==> config.mk <==
export PLATFORM = sky130hd
export DESIGN_NAME = ysyx_23060061_ifu
export DESIGN_NICKNAME = d
export VERILOG_FILES = /design/src/rtl/ysyx_23060061_ifu_pkg.sv /design/src/rtl/ysyx_23060061_ifu_pc.sv /design/src/rtl/ysyx_23060061_ifu.sv
export SDC_FILE = /design/constraint.sdc
export NUM_CORES = 1
export LEC_CHECK = 0
export BUFFER_PORTS_ARGS = -buffer_cell sky130_fd_sc_hd__buf_2
export CORE_ASPECT_RATIO = 1.25
export CORE_MARGIN = 1
export CORE_UTILIZATION = 55
export CTS_CLUSTER_SIZE = 14
export DETAILED_ROUTE_END_ITERATION = 10
export MAX_ROUTING_LAYER = met4
export PLACE_DENSITY_LB_ADDON = 0.08
export SKIP_CTS_REPAIR_TIMING = 1
export SLEW_MARGIN = 20
export SYNTH_ARGS = -nofsm -noshare
export SYNTH_HDL_FRONTEND = slang
export SYNTH_SLANG_ARGS = --single-unit
export TNS_END_PERCENT = 30
==> constraint.sdc <==
create_clock -name clk -period 4.1 [get_ports clk]
set_input_delay 0.205 -clock clk [delete_from_list [all_inputs] [get_ports clk]]
set_output_delay 0.205 -clock clk [all_outputs]
set_load 0.05 [all_outputs]
==> src/rtl/ysyx_23060061_ifu_pkg.sv <==
// rtl/ysyx_23060061_ifu_pkg.sv - shared state encoding and constants for the instruction fetch unit
package ysyx_23060061_ifu_pkg;

  typedef enum logic [1:0] {
    IFU_REQ  = 2'd0,
    IFU_WAIT = 2'd1,
    IFU_HOLD = 2'd2,
    IFU_HALT = 2'd3
  } ifu_state_t;

  localparam logic [31:0] NOP_INST         = 32'h0000_0013;
  localparam logic [31:0] DEFAULT_RESET_PC = 32'h8000_0000;

endpackage

==> src/rtl/ysyx_23060061_ifu_pc.sv <==
// rtl/ysyx_23060061_ifu_pc.sv - PC register with next-PC select and drop flag
// YSYX_23060061_IFU_ALIGN_CHECK_EN keeps misaligned redirect targets intact instead of masking them.
module ysyx_23060061_ifu_pc
  import ysyx_23060061_ifu_pkg::*;
#(
  parameter int XLEN = 32,
  parameter logic [XLEN-1:0] RESET_PC = XLEN'(DEFAULT_RESET_PC)
) (
  input  logic            clk,
  input  logic            rst,
  input  logic            redir,
  input  logic            inc,
  input  logic            set_drop,
  input  logic            clr_drop,
  input  logic [XLEN-1:0] redirect_pc,
  output logic [XLEN-1:0] pc,
  output logic [XLEN-1:0] pc_next,
  output logic            drop
);

  logic [XLEN-1:0] target;

`ifdef YSYX_23060061_IFU_ALIGN_CHECK_EN
  assign target = redirect_pc;
`else
  assign target = redirect_pc & ~XLEN'(3);
`endif

  always_comb begin
    pc_next = pc;
    if (redir) begin
      pc_next = target;
    end else if (inc) begin
      pc_next = pc + XLEN'(4);
    end
  end

  always_ff @(posedge clk) begin
    if (rst) begin
      pc   <= RESET_PC;
      drop <= 1'b0;
    end else begin
      pc <= pc_next;
      if (set_drop) begin
        drop <= 1'b1;
      end else if (clr_drop) begin
        drop <= 1'b0;
      end
    end
  end

endmodule

==> src/rtl/ysyx_23060061_ifu.sv <==
// rtl/ysyx_23060061_ifu.sv - instruction fetch unit: one outstanding word read, valid/ready to decode
// YSYX_23060061_IFU_ALIGN_CHECK_EN turns a misaligned redirect into a faulting nop without a memory request.
module ysyx_23060061_ifu
  import ysyx_23060061_ifu_pkg::*;
#(
  parameter int XLEN = 32,
  parameter logic [XLEN-1:0] RESET_PC = XLEN'(DEFAULT_RESET_PC)
) (
  input  logic            clk,
  input  logic            rst,
  output logic            mem_req_valid,
  input  logic            mem_req_ready,
  output logic [XLEN-1:0] mem_req_addr,
  input  logic            mem_rsp_valid,
  input  logic [31:0]     mem_rsp_data,
  input  logic            mem_rsp_err,
  output logic            inst_valid,
  input  logic            inst_ready,
  output logic [31:0]     inst,
  output logic [XLEN-1:0] inst_pc,
  output logic            inst_fault,
  input  logic            redirect_valid,
  input  logic [XLEN-1:0] redirect_pc,
  input  logic            halt,
  output logic            halted
);

  ifu_state_t      state;
  logic            halt_pend;
  logic [XLEN-1:0] pc;
  logic [XLEN-1:0] pc_next;
  logic [XLEN-1:0] req_addr;
  logic            drop;
  logic            redir;
  logic            inc;
  logic            set_drop;
  logic            clr_drop;
  logic            misaligned;
  logic            req_v;
  logic            hs;

`ifdef YSYX_23060061_IFU_ALIGN_CHECK_EN
  assign misaligned = (pc[1:0] != 2'b00) && !drop;
`else
  assign misaligned = 1'b0;
`endif

  assign req_v         = (state == IFU_REQ) && !misaligned;
  assign hs            = (state == IFU_HOLD) && inst_ready;
  assign mem_req_valid = req_v && !rst;
  assign mem_req_addr  = mem_req_valid ? req_addr : '0;
  assign inst_valid    = (state == IFU_HOLD);
  assign halted        = (state == IFU_HALT);

  // In HOLD, drop marks that pc already holds a late redirect target.
  always_comb begin
    redir    = 1'b0;
    inc      = 1'b0;
    set_drop = 1'b0;
    clr_drop = 1'b0;
    case (state)
      IFU_REQ: begin
        redir    = redirect_valid;
        set_drop = redirect_valid && req_v;
      end
      IFU_WAIT: begin
        redir    = redirect_valid;
        set_drop = redirect_valid && !mem_rsp_valid;
        clr_drop = mem_rsp_valid;
      end
      IFU_HOLD: begin
        redir    = redirect_valid;
        inc      = hs && !redirect_valid && !drop;
        set_drop = !hs && redirect_valid;
        clr_drop = hs;
      end
      default: ;
    endcase
  end

  ysyx_23060061_ifu_pc #(
    .XLEN     (XLEN),
    .RESET_PC (RESET_PC)
  ) u_pc (
    .clk         (clk),
    .rst         (rst),
    .redir       (redir),
    .inc         (inc),
    .set_drop    (set_drop),
    .clr_drop    (clr_drop),
    .redirect_pc (redirect_pc),
    .pc          (pc),
    .pc_next     (pc_next),
    .drop        (drop)
  );

  // The request address is frozen while presented, so late redirects only move pc.
  always_ff @(posedge clk) begin
    if (rst) begin
      state      <= IFU_REQ;
      halt_pend  <= 1'b0;
      inst       <= '0;
      inst_pc    <= '0;
      inst_fault <= 1'b0;
      req_addr   <= RESET_PC & ~XLEN'(3);
    end else begin
      if (!req_v) begin
        req_addr <= pc_next & ~XLEN'(3);
      end
      case (state)
        IFU_REQ: begin
          if (misaligned) begin
            if (halt || halt_pend) begin
              state <= IFU_HALT;
            end else if (!redirect_valid) begin
              inst       <= NOP_INST;
              inst_pc    <= pc;
              inst_fault <= 1'b1;
              state      <= IFU_HOLD;
            end
          end else begin
            if (halt) halt_pend <= 1'b1;
            if (mem_req_ready) state <= IFU_WAIT;
          end
        end
        IFU_WAIT: begin
          if (mem_rsp_valid) begin
            if (halt || halt_pend) begin
              state <= IFU_HALT;
            end else if (drop || redirect_valid) begin
              state <= IFU_REQ;
            end else begin
              inst       <= mem_rsp_err ? NOP_INST : mem_rsp_data;
              inst_pc    <= pc;
              inst_fault <= mem_rsp_err;
              state      <= IFU_HOLD;
            end
          end else if (halt) begin
            halt_pend <= 1'b1;
          end
        end
        IFU_HOLD: begin
          if (inst_ready) begin
            state <= (halt || halt_pend) ? IFU_HALT : IFU_REQ;
          end else if (halt) begin
            halt_pend <= 1'b1;
          end
        end
        default: ;
      endcase
    end
  end

  // Memory may only answer while a fetch is outstanding.
  assert property (@(posedge clk) disable iff (rst) mem_rsp_valid |-> state == IFU_WAIT);

endmodule

==> out/qor.csv, run 1 <==
stage,metric,value,unit
setup_path,delay contributed by the slowest stage of the critical path,460,ps
clock_network,CTS tree,built,
floorplanning,horizontal die dimension,90.97,um
final_layout,number of nets at the end of the flow,871,
final_layout,n_diodes,0,
route,total length of routed wires,13810,um
grt,overflow left after global routing,0,
setup_path,cell depth of the worst flop-to-flop path,7,
grt,global routing usage summed across all routing layers,28.10,%
route,iteration-0 DRC count of the detailed router,250,
hold_path,end point of the most critical hold path,req_addr[17],
synth,ys flop type,dfxtp_1,
sta,portion of the clock cycle consumed by the worst path in the final layout,67.30,%
hold_path,start point of the worst hold path,redirect_pc[17],
setup_path,crit end category,output port,
clock_network,clock insertion delay at the later pin of the skew report,400,ps
synth,biggest area consumer among synthesized cells,dfxtp_1,
placed_design,detailed-placement wirelength estimate,9099,um
clock_network,maximum clock insertion buffer count,2,
final_layout,Syn-to-layout area delta,26.40,%
grt,vias in the first global route,4878,
sta,worst rel slew slack,27.52,%
route,wire length per cell after detailed routing,14.80,um
sta,Worst Tran Pin Value,1083,ps
setup_path,Worst Path Arrival,2550,ps
clock_network,clock slew seen by the registers of the worst setup and hold paths,60,ps
sta,setup repair after global routing missed its margin,false,
final_layout,layout cells sized above 1,26.15,%
synth,post-synthesis instance total,651,
synth,count of yosys warnings during synthesis,0,
clock_network,number of buffers inserted during clock tree synthesis,17,
floorplanning,y dimension of the die,113.2,um
sta,post-route setup TNS,0,ps
synth,most common cell in the synthesized netlist,dfxtp_1,
setup_path,crit-path max FO,25,
sta,final count of pins violating max slew,0,
floorplanning,Die Footprint,10300,um2
outcome,result of the run,"complete, no violations",
sta,final worst path period need,2759,ps
synth,proportion of register bits with asynchronous set or reset after synthesis,0,%
route,number of vias per cell,5.509,
setup_path,startpoint of the worst-slack reg-to-reg timing path,state[0],
setup_path,slowest library cell on the worst path,ha_1,
synth,sequential-to-total area share from yosys stat,46.72,%
grt,pin count of the biggest net entering global routing,64,
sta,clk_skew,7.835,ps
setup_path,Worst Path Required,3890,ps
power,power per cell area,501.3,nW/um2
placed_design,count of placed standard cells including taps,901,
synth,synthesized flop and latch total,127,
setup_path,cells along the critical path,"inv_1, ha_1, nor2b_2, buf_4, and2_1, buf_2",
grt,initial antenna violation count,0,
clock_network,total number of clock tree sinks,127,
grt,first-pass GRT wire length,22550,um
route,Remaining DRCs,0,
clock_network,H-tree levels,4,
power,largest voltage drop on the vdd net,0.0003611,V
synth,area share of the largest cell type after synthesis,46.72,%
floorplanning,initial standard-cell utilization of the core,56.63,%
sta,Finish-stage setup viols,0,
run,count of max-cap constraint violations,0,
clock_network,library cell used as clock root buffer,clkbuf_16,
setup_path,Critical Path Start Type,flip-flop,
placed_design,Port Buffer Count,165,
synth,cell types with the largest area share after synthesis,"dfxtp_1, a21oi_1, nand2_1, xor2_1, nand3b_1",
route,length of the first detailed-routing pass in iterations,4,
final_layout,Final Instance Count excl. Fillers,933,
synth,Synth cell types,44,
setup_path,Critical Setup Path Class,reg2out,
floorplanning,Row Count,40,
floorplanning,number of top-level pins,172,
sta,maximum achievable frequency,362.4,MHz
sta,count of endpoints failing hold in the final timing report,0,
placed_design,RD Place Congestion,0.7949,
setup_path,end of the worst register-to-register path,u_pc.pc[31],
power,leakage power,2.933,nW
hold_path,Worst Hold Path Cells,3,
setup_path,setup slack of the worst register-to-register path,1390,ps
synth,Post-synth top cells,"dfxtp_1, nand2_1, a21oi_1",
synth,average footprint of a synthesized cell,8.359,um2
floorplanning,core area,9609,um2
route,post-route antenna net violation count,0,
hold_path,path class of the lowest-slack min-delay path,in2reg,
route,via total after detailed routing,5140,
synth,post-synth design cell area,5441,um2
synth,number of enable flip-flop cells after synthesis,0,
-- per-layer routing --
layer	global-route usage, %	wire length (um)	vias up
met5	-	0	-
met4	11.96	291	0
met3	6.519	883	32
met2	48.23	6930	193
met1	31.29	5702	2399
li1	-	-	2516
-- registers in the layout, indices dropped and copies added, names as in the netlist --
name / count
inst: 32
state: 2
inst_pc: 30
halt_pend: 1
u_pc.pc: 30
u_pc.drop: 1
req_addr: 30
inst_fault: 1
-- cell type report --
cell class                 instances  area (um2)
fill                             836        2731
multi-input combinational        468        2631
sequential                       127        2542
timing repair buffer             171       885.9
clock buffer                      22       494.2
tap                              126       157.7
clock inverter                    10       132.6
inverter                           9       33.78
-- how the worst max path moves through the flow --
stage                     startpoint               end  slack (ps)  depth (start not counted)
after detailed placement    state[0]       u_pc.pc[31]        1410                          7
final                       state[0]  mem_req_addr[10]        1340                          6
after global routing        state[0]  mem_req_addr[10]        1170                          6
after CTS                   state[0]  mem_req_addr[10]        1310                          6
after global placement      state[0]      req_addr[31]        1540                          7
after floorplan             state[0]       req_addr[7]        1900                          6
-- worst max-delay path: cells and delay by family, from the launching register on --
| family | cells | cell delay, ps |
|---|---|---|
| adders and majority gates | 1 | 460 |
| DFF | 1 | 330 |
| and+or+nand+nor | 2 | 630 |
| buffers and inverters | 3 | 730 |
-- kinds of logic (layout without fill, tap and decap cells) --
| kind of cell | Yosys count | count (layout) | synth area share, % |
|---|---|---|---|
| other | 1 | 4 | 0.06892 |
| adder cells (fa/ha/maj) | 5 | 5 | 1.150 |
| buffers and inverters | 59 | 212 | 5.472 |
| AO/OA/AOI/OAI | 151 | 151 | 15.64 |
| AND/OR/NAND/NOR | 275 | 275 | 25.55 |
| multiplexers | 4 | 4 | 0.7358 |
| XOR/XNOR | 29 | 29 | 4.668 |
| flip-flops | 127 | 127 | 46.72 |
-- cell usage in the layout, fill, tap and decap left out, types with 24 or more instances in the layout --
cell type,synthesis,routed
dfxtp_1,127,127
xor2_1,26,26
nand3b_1,30,30
nor2_1,47,47
a21oi_1,89,89
and2_1,30,30
a211oi_1,29,29
o21ai_0,24,24
buf_2,10,164
nand2_1,108,108
-- through the flow --
step	setup slack [ps]	area (um2)	hold slack (ps)	total power, mW	util, %
final	1341	6878	31.31	3.448	71.58
after global routing	1167	6878	44.48	3.580	71.58
after detailed placement	1408	6251	431.7	1.913	65.05
after floorplan	1902	5453	327.5	1.770	-
after global placement	1538	6251	427.3	1.896	65.05
after CTS	1313	6878	19.28	3.463	71.58
-- power breakdown --
part / total [mW] / switching, mW / internal (mW)
combinational: 0.517 / 0.357 / 0.160
sequential: 1.37 / 0.0530 / 1.32
clock: 1.56 / 0.524 / 1.03
total: 3.45 / 0.934 / 2.51
Note: power is estimated with default switching activity, not from simulation.
==> run 2: changes to the inputs <==
- ABC_AREA: unset -> 1
- CORE_UTILIZATION: 55 -> 51
- clock period: 4.1 -> 2.66 ns (I/O delays scaled with it)
==> out/qor.csv, run 2 <==
stage,metric,value,unit,change
sta,post-route setup TNS,0,ps,unchanged
final_layout,count of fill cells added during filler insertion,908,,was 836
sta,count of endpoints failing hold in the final timing report,6,,was 0
synth,number of enable flip-flop cells after synthesis,0,,unchanged
final_layout,"top library cells by usage in the layout, fill and taps aside","nand2_1, buf_2, dfxtp_1, inv_1, nor2_1",,"was buf_2, dfxtp_1, nand2_1, a21oi_1, nor2_1"
final_layout,n_diodes,0,,unchanged
final_layout,FF+latch area,2542,um2,unchanged
grt,first-pass GRT wire length,21620,um,was 22550 um
sta,Worst Hold Margin,-39.57,ps,was 31.31 ps
placed_design,Port Buffer Count,165,,unchanged
floorplanning,y dimension of the die,119.5,um,was 113.2 um
setup_path,Crit path buffers/inverters,4,,was 3
floorplanning,number of top-level pins,172,,unchanged
setup_path,Critical Setup Path Class,reg2out,,unchanged
synth,fraction of the mapped netlist area in compound gates,11.90,%,was 15.64%
grt,vias in the first global route,4849,,was 4878
synth,biggest area consumer among synthesized cells,dfxtp_1,,unchanged
final_layout,Final Core Density,69.66,%,was 71.58%
route,wire length per cell after detailed routing,12.97,um,was 14.80 um
placed_design,RD Place Congestion,0.8708,,was 0.7949
floorplanning,Die Footprint,11480,um2,was 10300 um2
grt,initial antenna violation count,0,,unchanged
synth,post-synthesis share of cell area spent on xor and xnor gates,2.020,%,was 4.668%
power,power per cell area,737.2,nW/um2,was 501.3 nW/um2
setup_path,Worst Path Arrival,2180,ps,was 2550 ps
synth,ys flop type,dfxtp_1,,unchanged
floorplanning,core area,10670,um2,was 9609 um2
synth,count of yosys warnings during synthesis,0,,unchanged
setup_path,cells along the critical path,"inv_1, ha_1, inv_1, nor2_1, inv_1, nor2_1, buf_2",,"was inv_1, ha_1, nor2b_2, buf_4, and2_1, buf_2"
final_layout,most frequent standard cell in the layout excluding fill and tap cells,nand2_1,,was buf_2
clock_network,total number of clock tree sinks,127,,unchanged
placed_design,detailed-placement wirelength estimate,10270,um,was 9099 um
clock_network,clock insertion delay at the later pin of the skew report,420,ps,was 400 ps
sta,final worst path period need,2313,ps,
synth,synthesized flop and latch total,127,,unchanged
grt,pin count of the biggest net entering global routing,54,,was 64
final_layout,area of combinational cells with multiple inputs,2621,um2,was 2631 um2
synth,most common cell in the synthesized netlist,nand2_1,,was dfxtp_1
final_layout,Biggest register,inst,,unchanged
sta,setup repair after global routing missed its margin,false,,unchanged
power,leakage power,3.795,nW,was 2.933 nW
setup_path,cell depth of the worst flop-to-flop path,13,,was 7
clock_network,H-tree levels,4,,unchanged
grt,overflow left after global routing,0,,unchanged
clock_network,maximum clock insertion buffer count,2,,unchanged
setup_path,cell mode on critical path,inv_1,,
setup_path,setup slack of the worst register-to-register path,690,ps,was 1390 ps
outcome,result of the run,"complete, but fails checks",,"was complete, no violations"
sta,worst rel slew slack,48.45,%,was 27.52%
grt,global routing usage summed across all routing layers,25.07,%,was 28.10%
setup_path,Critical Path Start Type,flip-flop,,unchanged
floorplanning,initial standard-cell utilization of the core,52.83,%,was 56.63%
synth,"area fraction in and, or, nand and nor cells after synthesis",31.17,%,was 25.55%
run,count of max-cap constraint violations,0,,unchanged
synth,area share of the largest cell type after synthesis,45.12,%,was 46.72%
synth,Synth cell types,40,,was 44
setup_path,timing startpoint of the critical path,state[0],,unchanged
route,Remaining DRCs,0,,unchanged
floorplanning,horizontal die dimension,96.02,um,was 90.97 um
route,number of vias per cell,4.953,,was 5.509
route,iteration-0 DRC count of the detailed router,294,,was 250
clock_network,clock slew seen by the registers of the worst setup and hold paths,50,ps,was 60 ps
route,via total after detailed routing,5478,,was 5140
setup_path,Worst Path Required,2530,ps,was 3890 ps
clock_network,CTS tree,built,,unchanged
synth,post-synthesis instance total,777,,was 651
sta,Finish-stage setup viols,0,,unchanged
route,post-route antenna net violation count,0,,unchanged
setup_path,Critical Path Sink,mem_req_addr[22],,was mem_req_addr[10]
setup_path,end of the worst register-to-register path,req_addr[17],,was u_pc.pc[31]
setup_path,delay contributed by the slowest stage of the critical path,330,ps,was 460 ps
setup_path,path length in cells of the critical path,7,,was 6
route,length of the first detailed-routing pass in iterations,5,,was 4
synth,proportion of register bits with asynchronous set or reset after synthesis,0,%,unchanged
power,largest voltage drop on the vdd net,0.0004167,V,was 0.0003611 V
setup_path,crit-path max FO,21,,was 25
sta,maximum achievable frequency,432.3,MHz,
synth,post-synth design cell area,5635,um2,was 5441 um2
sta,clk_skew,15.72,ps,was 7.835 ps
floorplanning,Row Count,42,,was 40
final_layout,number of nets at the end of the flow,1038,,was 871
outcome,failing checks,negative hold slack,,
setup_path,slowest library cell on the worst path,dfxtp_1,,was ha_1
sta,portion of the clock cycle consumed by the worst path in the final layout,86.97,%,
clock_network,library cell used as clock root buffer,clkbuf_16,,unchanged
clock_network,number of buffers inserted during clock tree synthesis,17,,unchanged
final_layout,number of flip-flops under the largest register name,32,,unchanged
synth,cell types with the largest area share after synthesis,"dfxtp_1, nand2_1, nor2_1, inv_1, a21oi_1",,"was dfxtp_1, a21oi_1, nand2_1, xor2_1, nand3b_1"
synth,largest family of logic cells by synthesized area,simple AND/OR/NAND/NOR gates,,unchanged
setup_path,crit end category,output port,,unchanged
synth,proportion of synthesized area in mux cells,0,%,was 0.7358%
setup_path,startpoint of the worst-slack reg-to-reg timing path,state[0],,unchanged
synth,Post-synth top cells,"nand2_1, dfxtp_1, nor2_1",,"was dfxtp_1, nand2_1, a21oi_1"
hold_path,path class of the lowest-slack min-delay path,in2reg,,unchanged
synth,average footprint of a synthesized cell,7.253,um2,was 8.359 um2
final_layout,Syn-to-layout area delta,31.86,%,was 26.40%
synth,sequential-to-total area share from yosys stat,45.12,%,was 46.72%
synth,adder and majority cell fraction of the synthesized area,1.110,%,was 1.150%
sta,Worst Tran Pin Value,772.1,ps,was 1083 ps
final_layout,layout cells sized above 1,24.64,%,was 26.15%
route,total length of routed wires,14340,um,was 13810 um
sta,final count of pins violating max slew,0,,unchanged
setup_path,crit-path leading delay family,buffers and inverters,,unchanged
==> run 2: how the worst min path moves through the flow <==
stage               depth (start not counted)  slack (ps)              from       end
floorplan                                   2         280  mem_rsp_data[15]  inst[15]
global placement                            3         380   mem_rsp_data[3]   inst[3]
detailed placement                          3         380   mem_rsp_data[5]   inst[5]
CTS                                         3         -50   mem_rsp_data[2]   inst[2]
global route                                3         0.8  mem_rsp_data[21]  inst[21]
finish                                      3         -40  mem_rsp_data[28]  inst[28]
==> run 2: area by class of cell <==
type | instances | area share, %
inverter | 84 | 4.243
multi-input combinational | 531 | 35.28
clock inverter | 13 | 2.526
timing repair buffer | 200 | 15.56
tap | 132 | 2.223
sequential | 127 | 34.21
clock buffer | 19 | 5.961
==> run 2: tightest hold or removal path: stages <==
cell     delay (ps)
buf_2            90
nand2_1          50
a21oi_1          50
==> run 2: metal layers <==
metal	vias to the layer above	track usage [%]	share of wire (%)
met4	0	7.929	1.1
met3	13	6.020	6.8
met1	2432	28.76	43
met5	-	-	0
li1	2837	-	-
met2	196	42.51	49
==> run 2: metrics by stage <==
stage	std cells	hold slack (ps)	cell area (um2)	power (mW)	worst slack, ps
after global placement	1047	375.5	6530	3.025	750.9
after detailed placement	1047	383.0	6530	3.043	690.6
after CTS	1079	-47.59	7161	5.476	368.0
final	1106	-39.57	7431	5.478	346.6
after global routing	1106	0.8195	7431	5.688	140.8
after floorplan	780	276.9	5647	2.810	614.1
==> run 2: report_power, final <==
group | internal, mW | switching, mW | total [mW]
Combinational | 0.273 | 0.634 | 0.907
Sequential | 2.05 | 0.0823 | 2.13
Clock | 1.59 | 0.845 | 2.44
==> run 2: cells by family (layout without fill, tap and decap cells) <==
| kind of cell | count (synthesis) | after routing |
|---|---|---|
| fa+ha+maj | 5 | 5 |
| buf+inv | 122 | 316 |
| flops | 127 | 127 |
| other cells | 1 | 4 |
| simple gates | 392 | 392 |
| xor+xnor | 13 | 13 |
| compound gates | 117 | 117 |
==> run 3: changes to the inputs <==
- CORE_UTILIZATION: 51 -> 35
- PLACE_DENSITY: unset -> 0.61
- PLACE_DENSITY_LB_ADDON: 0.08 -> unset
==> out/qor.csv, run 3 (same netlist as run 2, synthesis figures left out) <==
stage,metric,value,unit,change
grt,initial antenna violation count,0,,unchanged
power,largest voltage drop on the vdd net,0.0003955,V,was 0.0004167 V
clock_network,total number of clock tree sinks,127,,unchanged
route,via total after detailed routing,5422,,was 5478
placed_design,detailed-placement wirelength estimate,10950,um,was 10270 um
sta,final count of pins violating max slew,0,,unchanged
clock_network,number of buffers inserted during clock tree synthesis,17,,unchanged
floorplanning,initial standard-cell utilization of the core,36.05,%,was 52.83%
route,length of the first detailed-routing pass in iterations,5,,unchanged
floorplanning,Row Count,51,,was 42
placed_design,Port Buffer Count,165,,unchanged
sta,clk_skew,24.94,ps,was 15.72 ps
sta,Finish-stage setup viols,0,,unchanged
grt,first-pass GRT wire length,23920,um,was 21620 um
clock_network,H-tree levels,4,,unchanged
sta,Worst Tran Pin Value,833.3,ps,was 772.1 ps
setup_path,Worst Path Arrival,2120,ps,was 2180 ps
power,leakage power,3.800,nW,was 3.795 nW
setup_path,crit end category,output port,,unchanged
power,power per cell area,719.0,nW/um2,was 737.2 nW/um2
clock_network,clock insertion delay at the later pin of the skew report,430,ps,was 420 ps
power,register share of total power,39.3,%,was 38.9%
sta,setup repair after global routing missed its margin,false,,unchanged
placed_design,RD Place Congestion,0.8823,,was 0.8708
hold_path,path class of the lowest-slack min-delay path,in2reg,,unchanged
sta,worst rel slew slack,44.37,%,was 48.45%
sta,count of endpoints failing hold in the final timing report,3,,was 6
floorplanning,horizontal die dimension,115.5,um,was 96.02 um
grt,vias in the first global route,4938,,was 4849
setup_path,Worst Path Required,2530,ps,about the same
setup_path,Critical Path Start Type,flip-flop,,unchanged
final_layout,most frequent standard cell in the layout excluding fill and tap cells,nand2_1,,unchanged
route,total length of routed wires,15580,um,was 14340 um
final_layout,n_diodes,0,,unchanged
power,portion of total power attributed to combinational logic,16.9,%,was 16.6%
setup_path,crit-path max FO,21,,unchanged
sta,Worst Hold Margin,-48.96,ps,was -39.57 ps
route,number of vias per cell,4.564,,was 4.953
run,count of max-cap constraint violations,0,,unchanged
floorplanning,Die Footprint,16620,um2,was 11480 um2
sta,final worst path period need,2252,ps,was 2313 ps
clock_network,clock slew seen by the registers of the worst setup and hold paths,60,ps,was 50 ps
outcome,failing checks,negative hold slack,,unchanged
sta,post-route setup TNS,0,ps,unchanged
sta,maximum achievable frequency,444.0,MHz,was 432.3 MHz
final_layout,count of fill cells added during filler insertion,1612,,was 908
final_layout,Biggest register,inst,,unchanged
grt,global routing usage summed across all routing layers,19.31,%,was 25.07%
setup_path,Critical Setup Path Class,reg2out,,unchanged
floorplanning,number of top-level pins,172,,unchanged
route,wire length per cell after detailed routing,13.11,um,was 12.97 um
final_layout,number of nets at the end of the flow,1040,,was 1038
route,iteration-0 DRC count of the detailed router,334,,was 294
final_layout,Syn-to-layout area delta,33.86,%,was 31.86%
route,Remaining DRCs,0,,unchanged
grt,overflow left after global routing,0,,unchanged
clock_network,library cell used as clock root buffer,clkbuf_16,,unchanged
power,Clk pwr share,43.8,%,was 44.5%
power,Psw,1.561,mW,about the same
final_layout,"top library cells by usage in the layout, fill and taps aside","nand2_1, buf_2, dfxtp_1, inv_1, nor2_1",,unchanged
power,Internal Dissipation,3.863,mW,was 3.917 mW
final_layout,number of flip-flops under the largest register name,32,,unchanged
power,post-layout power,5.424,mW,was 5.478 mW
final_layout,layout cells sized above 1,24.49,%,was 24.64%
clock_network,CTS tree,built,,unchanged
power,switching share of power,28.78,%,was 28.49%
grt,pin count of the biggest net entering global routing,58,,was 54
route,post-route antenna net violation count,0,,unchanged
sta,portion of the clock cycle consumed by the worst path in the final layout,84.66,%,was 86.97%
clock_network,maximum clock insertion buffer count,2,,unchanged
floorplanning,y dimension of the die,143.9,um,was 119.5 um
outcome,result of the run,"complete, but fails checks",,unchanged
floorplanning,core area,15630,um2,was 10670 um2
[run 3: cell type report]
type | count | area (um2) | share of cell area [%]
Inverter | 84 | 315.3 | 4.180
Tap cell | 212 | 265.3 | 3.516
Clock buffer | 21 | 470.5 | 6.237
Timing Repair Buffer | 202 | 1191 | 15.79
Clock inverter | 11 | 137.6 | 1.825
Multi-Input combinational cell | 531 | 2621 | 34.75
Sequential cell | 127 | 2542 | 33.70
[run 3: path summary, 6_finish.rpt]
path,slack (ps),endpoint,startpoint,cells past startpoint
max,410,mem_req_addr[13],state[1],7
max reg2reg,680,req_addr[9],state[1],6
min,-50,inst[30],mem_rsp_data[30],3
min reg2reg,450,req_addr[14],req_addr[14],2
[run 3: power by group through the flow]
stage	logic [mW]	clock network (mW)	registers, mW
3_5_place_dp	0.889	0	2.17
4_1_cts	0.893	2.44	2.13
3_3_place_gp	0.883	0	2.17
6_report	0.919	2.38	2.13
5_1_grt	1.01	2.52	2.15
2_1_floorplan	0.594	0	2.22
[run 3: stage by stage]
stage | setup slack, ps | utilization (%) | hold slack, ps | instance area [um2] | instances
after floorplan | 614.1 | - | 276.9 | 5647 | 780
after global placement | 706.1 | 42.44 | 367.4 | 6635 | 1126
after detailed placement | 659.6 | 42.44 | 380.4 | 6635 | 1126
after CTS | 347.3 | 46.33 | -68.56 | 7243 | 1158
after global routing | 241.9 | 48.25 | 7.577 | 7543 | 1188
final | 407.9 | 48.25 | -48.96 | 7543 | 1188
[run 3: worst max-delay path, stage by stage, from the launching register on]
cell	delay, ps
dfxtp_1	370
inv_1	80
ha_1	210
inv_1	90
nor2_1	60
inv_1	490
nor2_1	140
buf_2	250
[run 3: routing by layer]
layer,track usage (%),up-vias,part of all wire (%)
li1,-,2833,-
met1,23.19,2425,46
met2,31.86,152,49
met3,4.091,12,4.7
met4,6.562,0,0.87
met5,-,-,0
